--- config.mk ---
export PLATFORM = sky130hd
export DESIGN_NAME = pc_seq_flat
export DESIGN_NICKNAME = d
export VERILOG_FILES = /design/src/rtl/pc_seq_pkg.sv /design/src/rtl/sys_if.sv /design/src/rtl/pc_seq_nmi_edge.sv /design/src/rtl/pc_seq.sv /design/src/flat_wrapper.sv
export SDC_FILE = /design/constraint.sdc
export NUM_CORES = 1
export LEC_CHECK = 0
export ABC_AREA = 1
export CORE_AREA = 2 2 59 61
export DETAILED_ROUTE_END_ITERATION = 6
export DIE_AREA = 0 0 61 63
export PLACE_DENSITY = 0.77
export SETUP_SLACK_MARGIN = 0.5
export SYNTH_ARGS = -nofsm -noshare
export SYNTH_HDL_FRONTEND = slang
export SYNTH_SLANG_ARGS = --single-unit
--- constraint.sdc ---
create_clock -name sys_clk -period 2.3 [get_ports sys_clk]
set_clock_uncertainty 0.2 [all_clocks]
set_input_delay 0.23 -clock sys_clk [delete_from_list [all_inputs] [get_ports sys_clk]]
set_output_delay 0.23 -clock sys_clk [all_outputs]
set_load 0.01 [all_outputs]
--- src/rtl/pc_seq_pkg.sv ---
`default_nettype none
// ============================================================================
// Module      : pc_seq_pkg
// Description : Shared types and constants for the program-counter
//               interrupt/reset sequencer: sequencer states, the causes that
//               can be granted, default vector addresses, and the bit
//               positions of the status-register bits that a push alters.
// Revision    : 1.0 - initial release
// ============================================================================
package pc_seq_pkg;

    typedef enum logic [2:0] {
        S_IDLE   = 3'd0,
        S_PUSH_H = 3'd1,
        S_PUSH_L = 3'd2,
        S_PUSH_P = 3'd3,
        S_VEC_L  = 3'd4,
        S_VEC_H  = 3'd5,
        S_DONE   = 3'd6
    } state_t;

    typedef enum logic [1:0] {
        C_RST = 2'd0,
        C_NMI = 2'd1,
        C_IRQ = 2'd2,
        C_BRK = 2'd3
    } cause_t;

    localparam logic [15:0] VEC_NMI_ADDR = 16'hFFFA;
    localparam logic [15:0] VEC_RST_ADDR = 16'hFFFC;
    localparam logic [15:0] VEC_IRQ_ADDR = 16'hFFFE;

    // Status-register bit positions touched by the P push
    localparam int P_B_BIT = 4;
    localparam int P_U_BIT = 5;

endpackage
`default_nettype wire

--- src/rtl/sys_if.sv ---
`default_nettype none
// ============================================================================
// Module      : sys_if
// Description : Clock and reset bundle shared by the sequencer.
// Ports       : clk     - clock
//               n_reset - reset, synchronous, active-low
// Revision    : 1.0 - initial release
// ============================================================================
interface sys_if;
    logic clk;
    logic n_reset;

    modport dut (input clk, input n_reset);
endinterface
`default_nettype wire

--- src/rtl/pc_seq_nmi_edge.sv ---
`default_nettype none
// ============================================================================
// Module      : pc_seq_nmi_edge
// Description : NMI falling-edge detector. Registers nmi_n and holds a
//               pending flag that is set on a 1->0 transition and cleared
//               only on request. A held-low line never re-triggers.
// Ports       : clk      - clock
//               n_reset  - synchronous active-low reset
//               nmi_n    - raw NMI line
//               clr      - clear the pending flag (NMI vector taken)
//               nmi_pend - NMI edge seen and not yet serviced
// Revision    : 1.0 - initial release
// ============================================================================
module pc_seq_nmi_edge (
    input  logic clk,
    input  logic n_reset,
    input  logic nmi_n,
    input  logic clr,
    output logic nmi_pend
);

    logic r_nmi_q;
    logic w_fall;

    assign w_fall = r_nmi_q & ~nmi_n;

    always_ff @(posedge clk) begin
        if (!n_reset) begin
            r_nmi_q  <= 1'b1;
            nmi_pend <= 1'b0;
        end else begin
            r_nmi_q  <= nmi_n;
            // A fresh edge coinciding with a clear is a new request and wins
            nmi_pend <= w_fall | (nmi_pend & ~clr);
        end
    end

endmodule
`default_nettype wire

--- src/rtl/pc_seq.sv ---
`default_nettype none
// ============================================================================
// Module      : pc_seq
// Description : Interrupt/reset sequencer for the CPU program counter.
//               Arbitrates reset, NMI, IRQ and BRK at instruction
//               boundaries, runs the three stack pushes and the two vector
//               fetches, and drives the PC byte load/output enables.
// Ports       : sys            - clock / synchronous active-low reset
//               nmi_n, irq_n   - interrupt lines (edge / level)
//               brk, i_flag    - BRK opcode flag, interrupt-disable flag
//               insn_boundary  - decoder may yield this cycle
//               busy, done     - sequence status
//               pc_*           - PC register controls and load byte
//               dbus, sp, p_in - PC byte, stack pointer, status register
//               sp_dec, set_i  - SP decrement, set interrupt-disable
//               bus_*          - system bus master signals
// Revision    : 1.0 - initial release
// ============================================================================
module pc_seq
    import pc_seq_pkg::*;
#(
    parameter int                 ADDR_N     = 16,
    parameter int                 DATA_N     = 8,
    parameter logic [ADDR_N-1:0]  VEC_NMI    = VEC_NMI_ADDR,
    parameter logic [ADDR_N-1:0]  VEC_RST    = VEC_RST_ADDR,
    parameter logic [ADDR_N-1:0]  VEC_IRQ    = VEC_IRQ_ADDR,
    parameter logic [7:0]         STACK_PAGE = 8'h01
) (
    sys_if.dut                 sys,
    input  logic               nmi_n,
    input  logic               irq_n,
    input  logic               brk,
    input  logic               i_flag,
    input  logic               insn_boundary,
    output logic               busy,
    output logic               done,
    output logic               pc_addr_oe,
    output logic               pc_oeh,
    output logic               pc_oel,
    output logic               pc_weh,
    output logic               pc_wel,
    output logic [DATA_N-1:0]  pc_in,
    input  logic [DATA_N-1:0]  dbus,
    input  logic [DATA_N-1:0]  sp,
    output logic               sp_dec,
    input  logic [DATA_N-1:0]  p_in,
    output logic               set_i,
    output logic [ADDR_N-1:0]  bus_addr,
    output logic               bus_addr_oe,
    output logic               bus_we,
    output logic [DATA_N-1:0]  bus_wdata,
    input  logic [DATA_N-1:0]  bus_rdata,
    input  logic               bus_ready
);

    state_t             r_state,     w_state_nx;
    cause_t             r_cause,     w_cause_nx;
    logic [ADDR_N-1:0]  r_vec,       w_vec_nx;
    logic               r_rst_pend,  w_rst_pend_nx;
    logic               w_nmi_pend;
    logic               w_nmi_clr;
    logic [ADDR_N-1:0]  w_stack_addr;
    logic [DATA_N-1:0]  w_p_push;

    pc_seq_nmi_edge u_nmi_edge (
        .clk      (sys.clk),
        .n_reset  (sys.n_reset),
        .nmi_n    (nmi_n),
        .clr      (w_nmi_clr),
        .nmi_pend (w_nmi_pend)
    );

    assign w_stack_addr = ADDR_N'({STACK_PAGE, sp});

    always_ff @(posedge sys.clk) begin
        if (!sys.n_reset) begin
            r_state    <= S_IDLE;
            r_cause    <= C_RST;
            r_vec      <= VEC_RST;
            r_rst_pend <= 1'b1;
        end else begin
            r_state    <= w_state_nx;
            r_cause    <= w_cause_nx;
            r_vec      <= w_vec_nx;
            r_rst_pend <= w_rst_pend_nx;
        end
    end

    always_comb begin
        w_state_nx    = r_state;
        w_cause_nx    = r_cause;
        w_vec_nx      = r_vec;
        w_rst_pend_nx = r_rst_pend;
        w_nmi_clr     = 1'b0;
        busy          = 1'b1;
        done          = 1'b0;
        pc_oeh        = 1'b0;
        pc_oel        = 1'b0;
        pc_weh        = 1'b0;
        pc_wel        = 1'b0;
        pc_in         = '0;
        sp_dec        = 1'b0;
        set_i         = 1'b0;
        bus_addr      = '0;
        bus_addr_oe   = 1'b0;
        bus_we        = 1'b0;
        bus_wdata     = '0;

        // Pushed status always has U set; B distinguishes BRK from hardware
        w_p_push          = p_in;
        w_p_push[P_U_BIT] = 1'b1;
        w_p_push[P_B_BIT] = (r_cause == C_BRK);

        case (r_state)
            S_IDLE: begin
                // After reset the block stays busy until the reset vector is loaded
                busy = r_rst_pend;
                if (r_rst_pend) begin
                    w_state_nx    = S_VEC_L;
                    w_cause_nx    = C_RST;
                    w_vec_nx      = VEC_RST;
                    w_rst_pend_nx = 1'b0;
                end else if (insn_boundary) begin
                    if (w_nmi_pend) begin
                        w_state_nx = S_PUSH_H;
                        w_cause_nx = C_NMI;
                        w_vec_nx   = VEC_NMI;
                        w_nmi_clr  = 1'b1;
                    end else if (!irq_n && !i_flag) begin
                        w_state_nx = S_PUSH_H;
                        w_cause_nx = C_IRQ;
                        w_vec_nx   = VEC_IRQ;
                    end else if (brk) begin
                        w_state_nx = S_PUSH_H;
                        w_cause_nx = C_BRK;
                        w_vec_nx   = VEC_IRQ;
                    end
                end
            end
            S_PUSH_H, S_PUSH_L, S_PUSH_P: begin
                bus_addr    = w_stack_addr;
                bus_addr_oe = 1'b1;
                bus_we      = 1'b1;
                sp_dec      = bus_ready;
                if (r_state == S_PUSH_H) begin
                    pc_oeh    = 1'b1;
                    bus_wdata = dbus;
                    if (bus_ready) w_state_nx = S_PUSH_L;
                end else if (r_state == S_PUSH_L) begin
                    pc_oel    = 1'b1;
                    bus_wdata = dbus;
                    if (bus_ready) w_state_nx = S_PUSH_P;
                end else begin
                    bus_wdata = w_p_push;
                    if (bus_ready) begin
                        w_state_nx = S_VEC_L;
                        // An NMI arriving during an IRQ/BRK push takes over
                        // the vector; an NMI during an NMI push stays pending
                        if (w_nmi_pend && (r_cause != C_NMI)) begin
                            w_vec_nx  = VEC_NMI;
                            w_nmi_clr = 1'b1;
                        end
                    end
                end
            end
            S_VEC_L: begin
                bus_addr    = r_vec;
                bus_addr_oe = 1'b1;
                if (bus_ready) begin
                    pc_wel     = 1'b1;
                    pc_in      = bus_rdata;
                    set_i      = 1'b1;
                    w_state_nx = S_VEC_H;
                end
            end
            S_VEC_H: begin
                bus_addr    = r_vec + ADDR_N'(1);
                bus_addr_oe = 1'b1;
                if (bus_ready) begin
                    pc_weh     = 1'b1;
                    pc_in      = bus_rdata;
                    w_state_nx = S_DONE;
                end
            end
            S_DONE: begin
                busy       = 1'b0;
                done       = 1'b1;
                w_state_nx = S_IDLE;
            end
            default: begin
                w_state_nx = S_IDLE;
            end
        endcase

        pc_addr_oe = ~busy;
    end

endmodule
`default_nettype wire

--- src/flat_wrapper.sv ---
// flat-port wrapper written by rule: the top's interface ports become plain ports
module pc_seq_flat import pc_seq_pkg::*;
#(
    parameter int                 ADDR_N     = 16,
    parameter int                 DATA_N     = 8,
    parameter logic [ADDR_N-1:0]  VEC_NMI    = VEC_NMI_ADDR,
    parameter logic [ADDR_N-1:0]  VEC_RST    = VEC_RST_ADDR,
    parameter logic [ADDR_N-1:0]  VEC_IRQ    = VEC_IRQ_ADDR,
    parameter logic [7:0]         STACK_PAGE = 8'h01
)
  (nmi_n, irq_n, brk, i_flag, insn_boundary, busy, done, pc_addr_oe, pc_oeh, pc_oel, pc_weh, pc_wel, pc_in, dbus, sp, sp_dec, p_in, set_i, bus_addr, bus_addr_oe, bus_we, bus_wdata, bus_rdata, bus_ready, sys_clk, sys_n_reset);
  sys_if sys_i ();
  input  logic nmi_n;
  input  logic irq_n;
  input  logic brk;
  input  logic i_flag;
  input  logic insn_boundary;
  output logic busy;
  output logic done;
  output logic pc_addr_oe;
  output logic pc_oeh;
  output logic pc_oel;
  output logic pc_weh;
  output logic pc_wel;
  output logic [DATA_N-1:0] pc_in;
  input  logic [DATA_N-1:0] dbus;
  input  logic [DATA_N-1:0] sp;
  output logic sp_dec;
  input  logic [DATA_N-1:0] p_in;
  output logic set_i;
  output logic [ADDR_N-1:0] bus_addr;
  output logic bus_addr_oe;
  output logic bus_we;
  output logic [DATA_N-1:0] bus_wdata;
  input  logic [DATA_N-1:0] bus_rdata;
  input  logic bus_ready;
  input wire logic [$bits(sys_i.clk)-1:0] sys_clk;
  input wire logic [$bits(sys_i.n_reset)-1:0] sys_n_reset;
  assign sys_i.clk = sys_clk;
  assign sys_i.n_reset = sys_n_reset;
  pc_seq #(.ADDR_N(ADDR_N), .DATA_N(DATA_N), .VEC_NMI(VEC_NMI), .VEC_RST(VEC_RST), .VEC_IRQ(VEC_IRQ), .STACK_PAGE(STACK_PAGE)) u_core (.sys(sys_i), .nmi_n(nmi_n), .irq_n(irq_n), .brk(brk), .i_flag(i_flag), .insn_boundary(insn_boundary), .busy(busy), .done(done), .pc_addr_oe(pc_addr_oe), .pc_oeh(pc_oeh), .pc_oel(pc_oel), .pc_weh(pc_weh), .pc_wel(pc_wel), .pc_in(pc_in), .dbus(dbus), .sp(sp), .sp_dec(sp_dec), .p_in(p_in), .set_i(set_i), .bus_addr(bus_addr), .bus_addr_oe(bus_addr_oe), .bus_we(bus_we), .bus_wdata(bus_wdata), .bus_rdata(bus_rdata), .bus_ready(bus_ready));
endmodule
==> metrics.txt <==
status=finished clean; Mapped Area=0.00103 sq mm; CP startpoint kind=flop; setup TNS=0 ps; TritonCTS Sinks=10; Post-synth EDFFs=0; Worst path max stage delay=roughly 350 ps; crit path kind=flop to primary output; sw frac=0.496; Die Area=~0.0038 sq mm; H-Tree Depth=1; Core Region=approximately 0.0032 sq mm; Ant. Diodes=0; nets=320; critical path arrival=roughly 1600 ps; largest net degree at the start of global routing=9; Synth cell types=23; sequential power share=0.116; Worst path slowest cell=dfxtp_2; most used cell along the critical path=buf_4; Int Pwr=about 1.4 mW; Top FF cell, synth=dfxtp_1; post-DR wirelength/cell=between 10 and 15 um; Max Fclk=between 400 and 500 MHz; family with the most delay on the worst path=buffers and inverters; CP Capture Type=primary output; die width=slightly above 60 um; initial antenna violation count=0; clock slew at reported path FFs=~60 ps; post-synth top area cell=dfxtp_1; Setup crit start=u_core.r_state[2]; Rows=21; min Tclk post-route=~2000 ps; Final Cell Area=0.00212 sq mm; HPWL Detailed=between 2000 and 3000 um; Seq/Total Area, Yosys=0.195; WL final=~3800 um; first-pass GRT wire length=5600 um; final max-slew violation count=0; GPL Wtd Cong=0.831; # IOs=83; synth top area cells=dfxtp_1 (19%), nand2_1 (16%), inv_1 (9.5%), nor2_1 (9.5%), o21ai_0 (6.8%); Num CTS Buffers=3; slew margin rel.=0.814; Via density=4.59; total vias in the final route=~1,500; Synth top area share=0.195; Clock power frac=0.056; DP Area=around 0.0019 sq mm; drt first pass iters=4; GRT Total Usage=0.183; critical path, cell by cell=inv_4, buf_6, buf_4, nor4_2, buf_4, buf_4, buf_6; P_sw=between 1 and 1.5 mW; worst reg2reg path startpoint=u_core.r_state[2]; Hold WC Path Type=flop to flop; Synth Area per Inst=between 5 and 6 sq um; footprint of the multi-input gates=803 sq um; RSZ-0062 raised after global routing=yes; Sequential cell area=between 200 and 250 sq um; Peak VDD IR=about 0.64 mV; Die H=about 63 um; Remaining DRCs=0; crit-path max FO=4; vias in the first global route=about 1,300; Worst-Margin Slew=roughly 280 ps; Worst EP required=1870 ps; DR iter-0 viols=roughly 40; clk_lat worst skew=270 ps; P&R area growth vs syn=106%; commonest cells in the netlist=nand2_1 (45), inv_1 (26), nor2_1 (26); grt ovf=0; Power Dens Cells=~1300 mW/mm^2; Final Hold Vio Count=0; synthesized net count=220; cts hold-fix bufs=0; beginning of the worst hold path=u_core.u_nmi_edge.r_nmi_q; most frequent cell after synthesis=nand2_1; Max-cap violations=0; Post-Synthesis Cells=~180; Initial Util=0.318; flops & latches, synth=10; Syn. warnings=0; Root Buffer Master=clkbuf_4; layout cells sized above 1=0.411; crit share post-route=0.871; # fillers=282; IO Port Bufs=80; combinational share of power=0.829; ANT nets after route=0; CTS tree=done; Lkg Pwr=1.12 nW; WHS=roughly 250 ps; clock buffer depth=2; share of flip-flops with an asynchronous set or reset=0; WP buf/inv=6; final setup fails=0
[what timing repair did]
action	CTS	global route
hold endpoints to repair	0	0
pin swaps	7	9
gates resized for setup	160	44
gates cloned	1	0
setup buffers	16	2
setup endpoints to repair	45	40
[power groups by stage]
stage	logic, mW	registers [mW]	clock network, mW
floorplan	1.11	0.287	0
global placement	1.89	0.294	0
detailed placement	1.92	0.296	0
CTS	2.13	0.312	0.160
global route	2.52	0.330	0.163
finish	2.33	0.325	0.157
[worst reg2reg max path, cell delays in order (launching register included)]
cell and delay [ps]:
dfxtp_2 350, inv_4 60, ha_4 170, inv_6 90, nand2_4 90, buf_6 150, buf_4 140, nand2_2 80
nand2_1 70, inv_2 100, nand2_1 70, nand2_1 60, nand3_1 50
[path summary, 6_finish.rpt]
check                                to  slack [ps]  depth (start not counted)
max                               set_i         300                          7
min          u_core.u_nmi_edge.nmi_pend         250                          2
max reg2reg             u_core.r_vec[2]         500                         12
min reg2reg  u_core.u_nmi_edge.nmi_pend         250                          2
[sequential cells by signal (all words and copies together), names as in the netlist]
name / count
u_core.u_nmi_edge.nmi_pend: 1
u_core.r_rst_pend: 1
u_core.r_cause: 2
u_core.u_nmi_edge.r_nmi_q: 1
u_core.r_state: 3
u_core.r_vec: 2
[cell usage in the layout (no fill, tap or decap), drive strengths merged]
cell           instances
buf                   50
nand2                 48
clkdlybuf4s50         37
inv                   30
nor2                  29
nand3                 17
o21ai                 14
clkbuf                12
dfxtp                 10
a21oi                  8
dlygate4sd2            8
ha                     4
nand4                  3
dlymetal6s2s           2
nor4                   1
o21a                   1
or2                    1
[per-layer routing]
metal / vias up / part of all wire / track usage / wire, um
met5: - / 0 / 0 / 0
met3: 10 / 0.084 / 0.0248 / 325
li1: 743 / - / - / -
met2: 58 / 0.51 / 0.328 / 1960
met4: 0 / 0.023 / 0.0707 / 88
met1: 663 / 0.38 / 0.211 / 1480
[logic make-up (layout without fill, tap and decap cells)]
family                     count (synthesis)  count (layout)  share of synthesized area
buffers and inverters                     40             139                      0.184
and+or+nand+nor                           99              99                      0.459
DFF                                       10              10                      0.195
AOI/OAI and AO/OA                         23              23                      0.114
adders and majority gates                  4               4                     0.0487
[per-stage QoR]
step	instances	power [mW]	util	worst slack, ps
2_1_floorplan	176	1.40	-	479
3_3_place_gp	298	2.18	0.574	122
3_5_place_dp	298	2.21	0.574	147
4_1_cts	319	2.61	0.637	331
5_1_grt	321	3.01	0.657	235
6_report	321	2.81	0.657	297
[layout make-up]
class	instances	share of cell area
clock buffers	4	0.0171
inverters	30	0.0578
multi-input cells	126	0.379
flip-flops and latches	10	0.0973
well taps	46	0.0271
repair buffers	105	0.422
Power figures use the tool's default switching activity.
